<file path="src/rtl/issue_ctrl.sv">
// issue_ctrl
// Dual-issue control at the read end of the instruction buffer. Looks at the
// two head entries each cycle and returns how many to pop (0, 1 or 2). It
// tracks outstanding long-latency destinations in a scoreboard, serializes
// special ops (CSR/idle/barrier) by draining the pipe around them, and counts
// cycles in which a valid head could not issue.
//
// Ports:
//   clk, resetn            clock, synchronous active-low reset
//   flush                  pipeline flush from commit
//   a_*/b_*                head / head+1 entry: valid, class, dest, sources,
//                          src2-is-immediate flag
//   ex_ready               downstream accepts a pair this cycle
//   pipe_empty             nothing in flight past issue
//   wb_a_*/wb_b_*          long-latency writeback valid + destination
//   o_size                 entries popped and issued this cycle
//   serial_busy            serialization sequence in progress
//   sb_busy                scoreboard vector (bit 0 always 0)
//   stall_cnt              count of cycles a valid head did not issue
module issue_ctrl (
    input  logic        clk,
    input  logic        resetn,
    input  logic        flush,
    input  logic        a_valid,
    input  logic        b_valid,
    input  logic [2:0]  a_class,
    input  logic [2:0]  b_class,
    input  logic [4:0]  a_dest,
    input  logic [4:0]  b_dest,
    input  logic [4:0]  a_r1,
    input  logic [4:0]  a_r2,
    input  logic [4:0]  b_r1,
    input  logic [4:0]  b_r2,
    input  logic        a_src2_is_imm,
    input  logic        b_src2_is_imm,
    input  logic        ex_ready,
    input  logic        pipe_empty,
    input  logic        wb_a_valid,
    input  logic        wb_b_valid,
    input  logic [4:0]  wb_a_dest,
    input  logic [4:0]  wb_b_dest,
    output logic [1:0]  o_size,
    output logic        serial_busy,
    output logic [31:0] sb_busy,
    output logic [31:0] stall_cnt
);

    typedef enum logic [1:0] {
        IDLE,
        DRAIN,
        SERIAL
    } state_t;

    localparam logic [2:0] CLS_BR   = 3'd1;
    localparam logic [2:0] CLS_MEM  = 3'd2;
    localparam logic [2:0] CLS_MUL  = 3'd3;
    localparam logic [2:0] CLS_DIV  = 3'd4;
    localparam logic [2:0] CLS_SPEC = 3'd5;

    state_t      state;
    state_t      state_next;
    logic [31:0] sb_set;
    logic [31:0] sb_clr;
    logic [31:0] sb_next;
    logic        a_busy;
    logic        b_busy;
    logic        a_long;
    logic        b_long;
    logic        a_muldiv;
    logic        b_muldiv;
    logic        b_hazard;
    logic        a_issue;
    logic        b_issue;

    // Bit 0 of the scoreboard is never set, so r0 sources never block.
    assign a_busy = sb_busy[a_r1] | (~a_src2_is_imm & sb_busy[a_r2]) | sb_busy[a_dest];
    assign b_busy = sb_busy[b_r1] | (~b_src2_is_imm & sb_busy[b_r2]) | sb_busy[b_dest];

    assign a_long   = (a_dest != 5'd0) && (a_class == CLS_MEM || a_class == CLS_MUL || a_class == CLS_DIV);
    assign b_long   = (b_dest != 5'd0) && (b_class == CLS_MEM || b_class == CLS_MUL || b_class == CLS_DIV);
    assign a_muldiv = (a_class == CLS_MUL) || (a_class == CLS_DIV);
    assign b_muldiv = (b_class == CLS_MUL) || (b_class == CLS_DIV);

    // B may not read or overwrite what A writes within the same pair.
    assign b_hazard = (a_dest != 5'd0) &&
                      ((b_r1 == a_dest) || (~b_src2_is_imm && (b_r2 == a_dest)) || (b_dest == a_dest));

    assign a_issue = resetn && !flush && ex_ready && (state == IDLE) && a_valid &&
                     !a_busy && (a_class != CLS_SPEC);

    // A branch closes the pair; memory and mul/div units are single-ported.
    assign b_issue = a_issue && b_valid && (b_class != CLS_SPEC) && (a_class != CLS_BR) &&
                     !((a_class == CLS_MEM) && (b_class == CLS_MEM)) &&
                     !(a_muldiv && b_muldiv) && !b_hazard && !b_busy;

    assign serial_busy = (state != IDLE);

    // Pop count and serialization sequencing. A special op is held at the
    // head until the pipe and scoreboard are empty, issued alone, and then
    // nothing else issues until it has left the pipe.
    always_comb begin
        state_next = state;
        o_size     = 2'd0;
        if (!resetn || flush) begin
            state_next = IDLE;
        end else if (ex_ready) begin
            case (state)
                IDLE: begin
                    if (a_issue) begin
                        o_size = b_issue ? 2'd2 : 2'd1;
                    end else if (a_valid && (a_class == CLS_SPEC)) begin
                        state_next = DRAIN;
                    end
                end
                DRAIN: begin
                    if (pipe_empty && (sb_busy == 32'd0)) begin
                        o_size     = 2'd1;
                        state_next = SERIAL;
                    end
                end
                SERIAL: begin
                    if (pipe_empty) begin
                        state_next = IDLE;
                    end
                end
                default: state_next = IDLE;
            endcase
        end
    end

    // Scoreboard set/clear vectors; a set on the same bit as a clear wins.
    always_comb begin
        sb_set = 32'd0;
        sb_clr = 32'd0;
        if (a_issue && a_long) begin
            sb_set[a_dest] = 1'b1;
        end
        if (b_issue && b_long) begin
            sb_set[b_dest] = 1'b1;
        end
        if (wb_a_valid) begin
            sb_clr[wb_a_dest] = 1'b1;
        end
        if (wb_b_valid) begin
            sb_clr[wb_b_dest] = 1'b1;
        end
        sb_next = ((sb_busy & ~sb_clr) | sb_set) & 32'hFFFF_FFFE;
    end

    // Flush behaves like reset for the FSM and scoreboard; the stall
    // counter survives flushes and only reset clears it.
    always_ff @(posedge clk) begin
        if (!resetn) begin
            state     <= IDLE;
            sb_busy   <= 32'd0;
            stall_cnt <= 32'd0;
        end else begin
            state <= state_next;
            if (flush) begin
                sb_busy <= 32'd0;
            end else begin
                sb_busy <= sb_next;
            end
            if (a_valid && (o_size == 2'd0) && !flush) begin
                stall_cnt <= stall_cnt + 32'd1;
            end
        end
    end

endmodule

</file>
<file path="config.mk">
export PLATFORM = sky130hd
export DESIGN_NAME = issue_ctrl
export DESIGN_NICKNAME = d
export VERILOG_FILES = /design/src/rtl/issue_ctrl.sv
export SDC_FILE = /design/constraint.sdc
export NUM_CORES = 1
export LEC_CHECK = 0
export CAP_MARGIN = 25
export CORE_AREA = 2 2 112 114
export DETAILED_ROUTE_END_ITERATION = 8
export DIE_AREA = 0 0 114 116
export GPL_TIMING_DRIVEN = 0
export PLACE_DENSITY = 0.85
export SLEW_MARGIN = 20
export SYNTH_ARGS = -nofsm -noshare
export SYNTH_HDL_FRONTEND = slang
export SYNTH_SLANG_ARGS = --single-unit
</file>
<file path="constraint.sdc">
create_clock -name clk -period 6.75 [get_ports clk]
set_clock_uncertainty 0.15 [all_clocks]
set_input_delay 1.6875 -clock clk [delete_from_list [all_inputs] [get_ports clk]]
set_output_delay 1.6875 -clock clk [all_outputs]
set_load 0.005 [all_outputs]
</file>
==> impl_metrics.csv <==
group,metric,value,unit
synthesis,ys_warn_count,0,
cts,cts-root-buf,"clkbuf_16",
cts,cts_made_buffers,9,
pwr,power,0.00102,W
sta,slew_violations,0,
floorplanning,core,11900,um^2
worst_setup_path,crit_type,"in -> out",
route,ant_nets,0,
route,wl,22.4,mm
synthesis,async_flop_share,0,
finish,synthToLayoutAreaGrowth,27.4,%
flow_run,maxCapViolations,0,
route,wl_per_cell,23.0,um
cts,clock_path_buffers,2,
synthesis,syn_avg_cell_area,8.38,um^2
min_path,hold_path_end,"stall_cnt[31]",
placement,post-dp-hpwl,15.5,mm
global_route,grt_usage,0.332,
worst_setup_path,r2r_end,"sb_busy[20]",
synthesis,yosysTopAreaCellShare,0.222,
cts,cts.sinks,65,
global_route,gr-total-overflow,0,
global_route,grt_antenna_before_repair,0,
synthesis,yosys-top-cells-area,"dfxtp_1 22%, mux4_2 12%, mux2i_1 8.7%",
sta,fin_ws,0.170,ns
route,vias,6785,
synthesis,ys_seq_area_frac,0.222,
finish,drive_gt1_frac,0.108,
sta,worstMarginPinSlew,0.951,ns
finish,stdcell_area,7480,um^2
route,post_drt_via_cell_ratio,6.97,
synthesis,synth_top_cell_by_area,"dfxtp_1",
synthesis,synth_seq_cells,65,
cts,clkLatencyLatePin,0.34,ns
min_path,min_delay_path_depth,2,
floorplanning,ios,124,
floorplanning,die_w,114,um
synthesis,syn_area,5870,um^2
sta,maxSlewHeadroom,0.365,
pwr,p_leak,2.72,nW
worst_setup_path,critPathRequiredTime,4.91,ns
worst_setup_path,worst_setup_path_start_kind,"input port",
worst_setup_path,ff2ff_path_depth,8,
sta,rsz0062_at_grt,"no",
finish,final_nets,879,
cts,cts_tree,"yes",
worst_setup_path,endpoint_kind,"output pin",
cts,htree_levels,3,
min_path,hp-start,"stall_cnt[31]",
worst_setup_path,r2r_slack,3.07,ns
floorplanning,fp-row-count,40,
route,route.detailed.drc,1,
worst_setup_path,path_max_fanout,10,
worst_setup_path,cp_cell_sequence,"clkbuf_1, buf_1, mux4_2, nand2b_1, nand4b_1, nand3_1, nor4_4, nand3_4, inv_1, clkdlybuf4s50_1",
sta,fmax,0.152,GHz
global_route,grt_pass1_vias,6319,
min_path,hold_path.class,"reg -> reg",
worst_setup_path,cp_slowest_stage_delay,0.58,ns
worst_setup_path,r2r_start,"sb_busy[7]",
worst_setup_path,cp_slowest_cell,"buf_1",
synthesis,syn_inst,701,
synthesis,synth_cell_type_count,69,
sta,fin_crit_sh,0.975,
floorplanning,die_area,13200,um^2
pwr,power_density,136,nW/um^2
placement,place_congestion,1.00,
route,drt-pass1-iter-count,9,
global_route,grt_pass1_wl,34.1,mm
floorplanning,fp.dieH,116,um
worst_setup_path,cp.arrival,4.74,ns
synthesis,synth_flop_cell,"dfxtp_1",
synthesis,synth_nets,759,
route,first_iter_violations,1231,
placement,place_ws,-1.11,ns
finish,final_common_cell,"clkdlybuf4s50_1",
sta,fin_crit,6.58,ns
pwr,ir_drop,0.000119,V
global_route,grt_start_max_net_pins,13,
sta,holdWs,0.325,ns
sta,setup_violations,0,
placement,dpl-instance-area,7120,um^2
finish,layout_common_cells,"104 x clkdlybuf4s50_1, 65 x dfxtp_1, 56 x nand3_1, 52 x nand2_1, 51 x mux2i_1",
status,status,"finished with violations",
sta,hold_violations,0,
status,violations,"design-rule violations",
floorplanning,start_util,0.493,
placement,portBuffers,106,
cts,path_clk_slew,0.05,ns
synthesis,synth_edf_count,0,
cts,hold_buffers,0,
finish,antenna_cells,0,
report_power, final:
part | internal (W) | total (W) | switching, W
Clock | 0.000270 | 0.000459 | 0.000188
Combinational | 0.0000694 | 0.000174 | 0.000104
Sequential | 0.000385 | 0.000386 | 0.00000139
stage by stage:
step,std cells,setup TNS (ns),util
3_5_place_dp,954,-1.37,0.597
5_1_grt,973,0,0.628
6_report,973,0,0.628
2_1_floorplan,701,0,-
4_1_cts,972,0,0.626
3_3_place_gp,954,-1.33,0.597
cells by family (layout without fill, tap and decap cells):
| logic type | count (synthesis) | count (layout) | share of synthesized area |
|---|---|---|---|
| other | 1 | 1 | 0.000639 |
| muxes | 87 | 87 | 0.217 |
| buffers and inverters | 68 | 193 | 0.0460 |
| adders and majority gates | 1 | 1 | 0.00213 |
| AOI/OAI and AO/OA | 149 | 149 | 0.182 |
| and+or+nand+nor | 309 | 309 | 0.299 |
| DFF | 65 | 65 | 0.222 |
| xor gates and xnor gates | 21 | 21 | 0.0313 |
worst max-delay path, delay by kind of cell:
kind	cells	cell delay, ns
AND/OR/NAND/NOR	5	1.07
multiplexers	1	0.58
buffers and inverters	4	1.40
flip-flops by register name, summed over array words and instances, names as in the netlist:
name / count
stall_cnt: 32
state: 2
sb_busy: 31
synth_stat cells, types with 3 or more instances:
library cell and count:
mux2_2 3, nand3_1 57, o41ai_1 7, buf_1 4
nor4_1 10, dfxtp_1 65, o221ai_1 3, nor4b_1 3
nor2b_1 8, o31ai_1 8, xor2_1 9, nand2b_1 27
and3_1 17, nand4_1 20, nor2_1 40, nor3_1 14
a21o_1 15, or4_4 3, nand2_1 52, or2_2 3
a211oi_1 4, xnor2_1 12, or3_1 8, buf_2 3
a21oi_1 16, mux2i_1 51, o22ai_1 3, o21ai_1 6
o31a_1 8, and3b_1 4, clkbuf_1 41, nand3b_1 10
nor3b_1 12, mux4_2 32, nand4b_1 3, o21ai_0 19
and2_1 4, inv_1 18, a22oi_1 35, o211ai_1 3
worst max path at each step:
stage	start	to	slack [ns]	depth (start not counted)
6_report	b_r1[2]	o_size[1]	0.17	10
5_1_grt	b_r1[2]	o_size[1]	0.002	10
4_1_cts	b_dest[3]	o_size[1]	0.003	10
3_5_place_dp	a_dest[0]	o_size[0]	-1.11	12
3_3_place_gp	a_dest[4]	o_size[0]	-1.09	13
2_1_floorplan	a_r1[2]	o_size[0]	0.44	11
cell type report:
| cell class | instances | area, um^2 |
|---|---|---|
| repair buffers | 109 | 1080 |
| multi-input cells | 568 | 4330 |
| fillers | 1021 | 4430 |
| inverters | 18 | 67.6 |
| clock buffers | 11 | 253 |
| flip-flops and latches | 65 | 1300 |
| clock inverters | 5 | 37.5 |
| plain buffers | 50 | 228 |
| well taps | 147 | 184 |
layer usage:
layer	wire length, um	up-vias	GRT usage	share of wire
met5	0	-	0	0
met1	8610	3111	0.440	0.38
met2	9290	579	0.492	0.41
li1	-	2941	-	-
met3	3000	154	0.0900	0.13
met4	1500	0	0.189	0.067
timing repair:
item | in CTS | in global routing
gates resized for setup | 17 | 11
setup endpoints to repair | 2 | 2
setup buffers | 2 | 0
hold endpoints to repair | 0 | 0
pin swaps | 3 | 3
No activity file was read; power rests on OpenSTA's default activity.
==> RTL edit 1, RTL diff (config.mk and constraints unchanged) <==
Make the reset (`resetn`) asynchronous in one clocked block. Comments in the files are not updated.
--- a/src/rtl/issue_ctrl.sv
+++ b/src/rtl/issue_ctrl.sv
@@ -150,5 +150,5 @@
     // Flush behaves like reset for the FSM and scoreboard; the stall
     // counter survives flushes and only reset clears it.
-    always_ff @(posedge clk) begin
+    always_ff @(posedge clk or negedge resetn) begin
         if (!resetn) begin
             state     <= IDLE;
Function: changed (Yosys sat finds a counterexample within 4 cycles, from zero or initial values and one cycle with resetn low; the reset may be asserted at any time).
==> RTL edit 1 against the unedited design <==
Sequential power up 14%. Die area unchanged. Largest power group unchanged. Wire length up 1.1%. Global-route usage up 1.1 points. Cell area up 0.60%. Setup slack worse by 0.035 ns. Critical endpoint is now o_size[0]. Power up 24%. Count of clock-buffer cells in the layout unchanged. Combinational power up 70%. Sequential cell count unchanged. Synthesized area down 0.17%.
==> RTL edit 1: results (changes against the unedited design) <==
synthesized net count=679 (was 759); Worst-Margin Slew=0.889 ns (was 0.951 ns); Arr. time, crit path=4.78 ns (was 4.74 ns); status=finished, final reports clean (was complete, but fails checks); Area growth syn-to-layout=28.4% (was 27.4%); Setup WS pre-CTS=0.0136 ns (was -1.11 ns); Main synth FF type=dfrtp_1 (was dfxtp_1); Port Buffer Count=111 (was 106); post-synthesis sequential area ratio=27.7% (was 22.2%); Post-synth top cells=dfrtp_1 (65), mux4_2 (41), xnor2_1 (39) (was dfxtp_1 (65), nand3_1 (57), nand2_1 (52)); placed insts=880 (was 954); R2R Setup Slk=2.96 ns (was 3.07 ns); Post-CTS Resized=1 (was 17); critical path launch point=b_dest[1] (was b_r1[2]); Initial DRC Count=1001 (was 1231); DR pass1 iterations=6 (was 9); setup bufs post-CTS=0 (was 2); min-delay src=stall_cnt[31]$_DFFE_PN0P_ (was stall_cnt[31]$_SDFFE_PN0P_); DR WL met2=10300 um (was 9290 um); Multi-In Gates=500 (was 568); Routed WL=22600 um (was 22400 um); vias in the first global route=6432 (was 6319); Non-clock buffering overhead=17.7% (was 17.5%); Nets=803 (was 879); Final GP Congestion=0.946 (was 1.00); ClkCell Share=4.42% (was 3.88%); fillers=987 (was 1021); register area=1630 sq um (was 1300 sq um); VDD IR max=0.152 mV (was 0.119 mV); P_leak=0.00273 uW (was 0.00272 uW); Post-synth ARST share=100% (was 0%); area post-placement=7180 sq um (was 7120 sq um); GR Util met2=55.0% (was 49.2%); PnR worst setup slack=0.135 ns (was 0.170 ns); Int Pwr=901 uW (was 724 uW); share of cells above drive strength 1=11.8% (was 10.8%)
[RTL edit 1: cell types whose count changed in the layout (fill, tap and decap cells not counted), sizes merged, moves of 20 or more]
cell    change
a22oi      -34
dfrtp      +65
dfxtp      -65
mux2i      -29
nand2      -20
nand2b     -23
nand3      -31
nor3b      +24
o22ai      +27
xnor2      +27
[RTL edit 1: cell families after synthesis]
family,count (synthesis),synth area share (%)
buffers and inverters,56,3.93
adders and majority gates,1,0.213
xor gates and xnor gates,46,6.87
AOI/OAI and AO/OA,117,12.9
muxes,71,21.0
and+or+nand+nor,264,27.3
other,1,0.0640
DFF,65,27.7
[RTL edit 1: power groups by stage]
| stage | Clock (uW) | Combinational [uW] | Sequential, uW |
|---|---|---|---|
| final | 530 | 295 | 440 |
| after global routing | 546 | 316 | 444 |
| after CTS | 531 | 289 | 440 |
| after detailed placement | 0 | 284 | 445 |
| after global placement | 0 | 273 | 445 |
| after floorplan | 0 | 148 | 439 |
==> RTL edit 2, RTL diff (same flow settings) <==
Without the edit above. Put one more register stage on the output `stall_cnt`, cleared by the reset. The value now appears one clock later. The other outputs are not delayed to match. Comments in the files are not updated.
--- a/src/rtl/issue_ctrl.sv
+++ b/src/rtl/issue_ctrl.sv
@@ -57,4 +57,6 @@
     localparam logic [2:0] CLS_DIV  = 3'd4;
     localparam logic [2:0] CLS_SPEC = 3'd5;
+
+    logic [31:0] stall_cnt_s0;
 
     state_t      state;
@@ -154,5 +156,5 @@
             state     <= IDLE;
             sb_busy   <= 32'd0;
-            stall_cnt <= 32'd0;
+            stall_cnt_s0 <= 32'd0;
         end else begin
             state <= state_next;
@@ -163,6 +165,14 @@
             end
             if (a_valid && (o_size == 2'd0) && !flush) begin
-                stall_cnt <= stall_cnt + 32'd1;
+                stall_cnt_s0 <= stall_cnt_s0 + 32'd1;
             end
+        end
+    end
+
+    always_ff @(posedge clk) begin
+        if (!resetn) begin
+            stall_cnt <= '0;
+        end else begin
+            stall_cnt <= stall_cnt_s0;
         end
     end
Check against the original RTL: not equivalent (a bounded check fails within 4 cycles, from zero or initial values and one cycle with resetn low).
==> RTL edit 2 against the unedited design <==
Wire length rose by 2.0%. Largest cell class unchanged. Sequential cell count rose by 32. Synthesized area rose by 13%. Setup slack got worse by 0.15 ns. Critical path depth did not move. Power rose by 25%. Critical path type unchanged. Cell area rose by 9.4%. Count of clock-buffer cells in the layout fell by 1.
==> RTL edit 2: results (changes against the unedited design) <==
status=finished, final reports clean (was complete, but fails checks); hold slack=0.323 ns (was 0.325 ns); Final GP Congestion=0.979 (was 1.00); Post-CTS Resized=5 (was 17); fillers=950 (was 1021); drt via density=6.88 (was 6.97); ClkCell Share=3.71% (was 3.88%); DR WL met3=3010 um (was 3000 um); setup bufs post-CTS=1 (was 2); Multi-In Gates=613 (was 568); GRT Util Overall=34.9% (was 33.2%); Initial DRC Count=980 (was 1231); largest net degree at the start of global routing=18 (was 13); post-synthesis sequential area ratio=29.2% (was 22.2%); Post-synth top cells=dfxtp_1 (97), nor2_1 (71), nand2_1 (57) (was dfxtp_1 (65), nand3_1 (57), nand2_1 (52)); part of the power in registers=45.1% (was 37.9%); R2R Setup Slk=3.15 ns (was 3.07 ns); # DRC=0 (was 1); synthesized net count=830 (was 759); Synth Area in Compound Gates=15.1% (was 18.2%); Sw Share=26.6% (was 28.9%); Reg2Reg Depth=9 (was 8); Synth Area in XOR/XNOR=1.98% (was 3.13%); reg2reg start=sb_busy[2]$_SDFF_PP0_ (was sb_busy[7]$_SDFF_PP0_); sequential share of cell area=23.7% (was 17.4%); M3 GR Usage=9.94% (was 9.00%); Met1 Routed Length=8520 um (was 8610 um); drt wl/cell=22.0 um (was 23.0 um); initial antenna violation count=1 (was 0)
## RTL edit 2: changes by cell type after synthesis, sizes merged, moves of 10 or more
| cell | delta |
|---|---|
| a21o | -15 |
| a22oi | -30 |
| a31oi | +25 |
| and2 | +31 |
| buf | +13 |
| clkbuf | -10 |
| dfxtp | +32 |
| mux2 | +23 |
| mux2i | -25 |
| nand3 | -20 |
| nor2 | +31 |
| nor2b | +10 |
| o21ai | +23 |
| o22ai | +23 |
## RTL edit 2: metrics by stage
step                      setup slack [ns]  setup TNS, ns  total power, uW
after floorplan                       1.08              0              685
after global placement              -0.594         -0.643              740
after detailed placement            -0.547         -0.617              743
after CTS                            0.133              0             1270
after global routing              0.000253              0             1300
final                               0.0239              0             1270
## RTL edit 2: critical path, cell delays in order
cell and delay [ns]:
clkdlybuf4s50_1 0.51, clkbuf_1 0.57, xnor2_1 0.20, nand4_1 0.11, o41ai_1 0.56, nor4_1 0.16
and4bb_1 0.25, and4_1 0.20, buf_4 0.17, clkdlybuf4s50_1 0.45
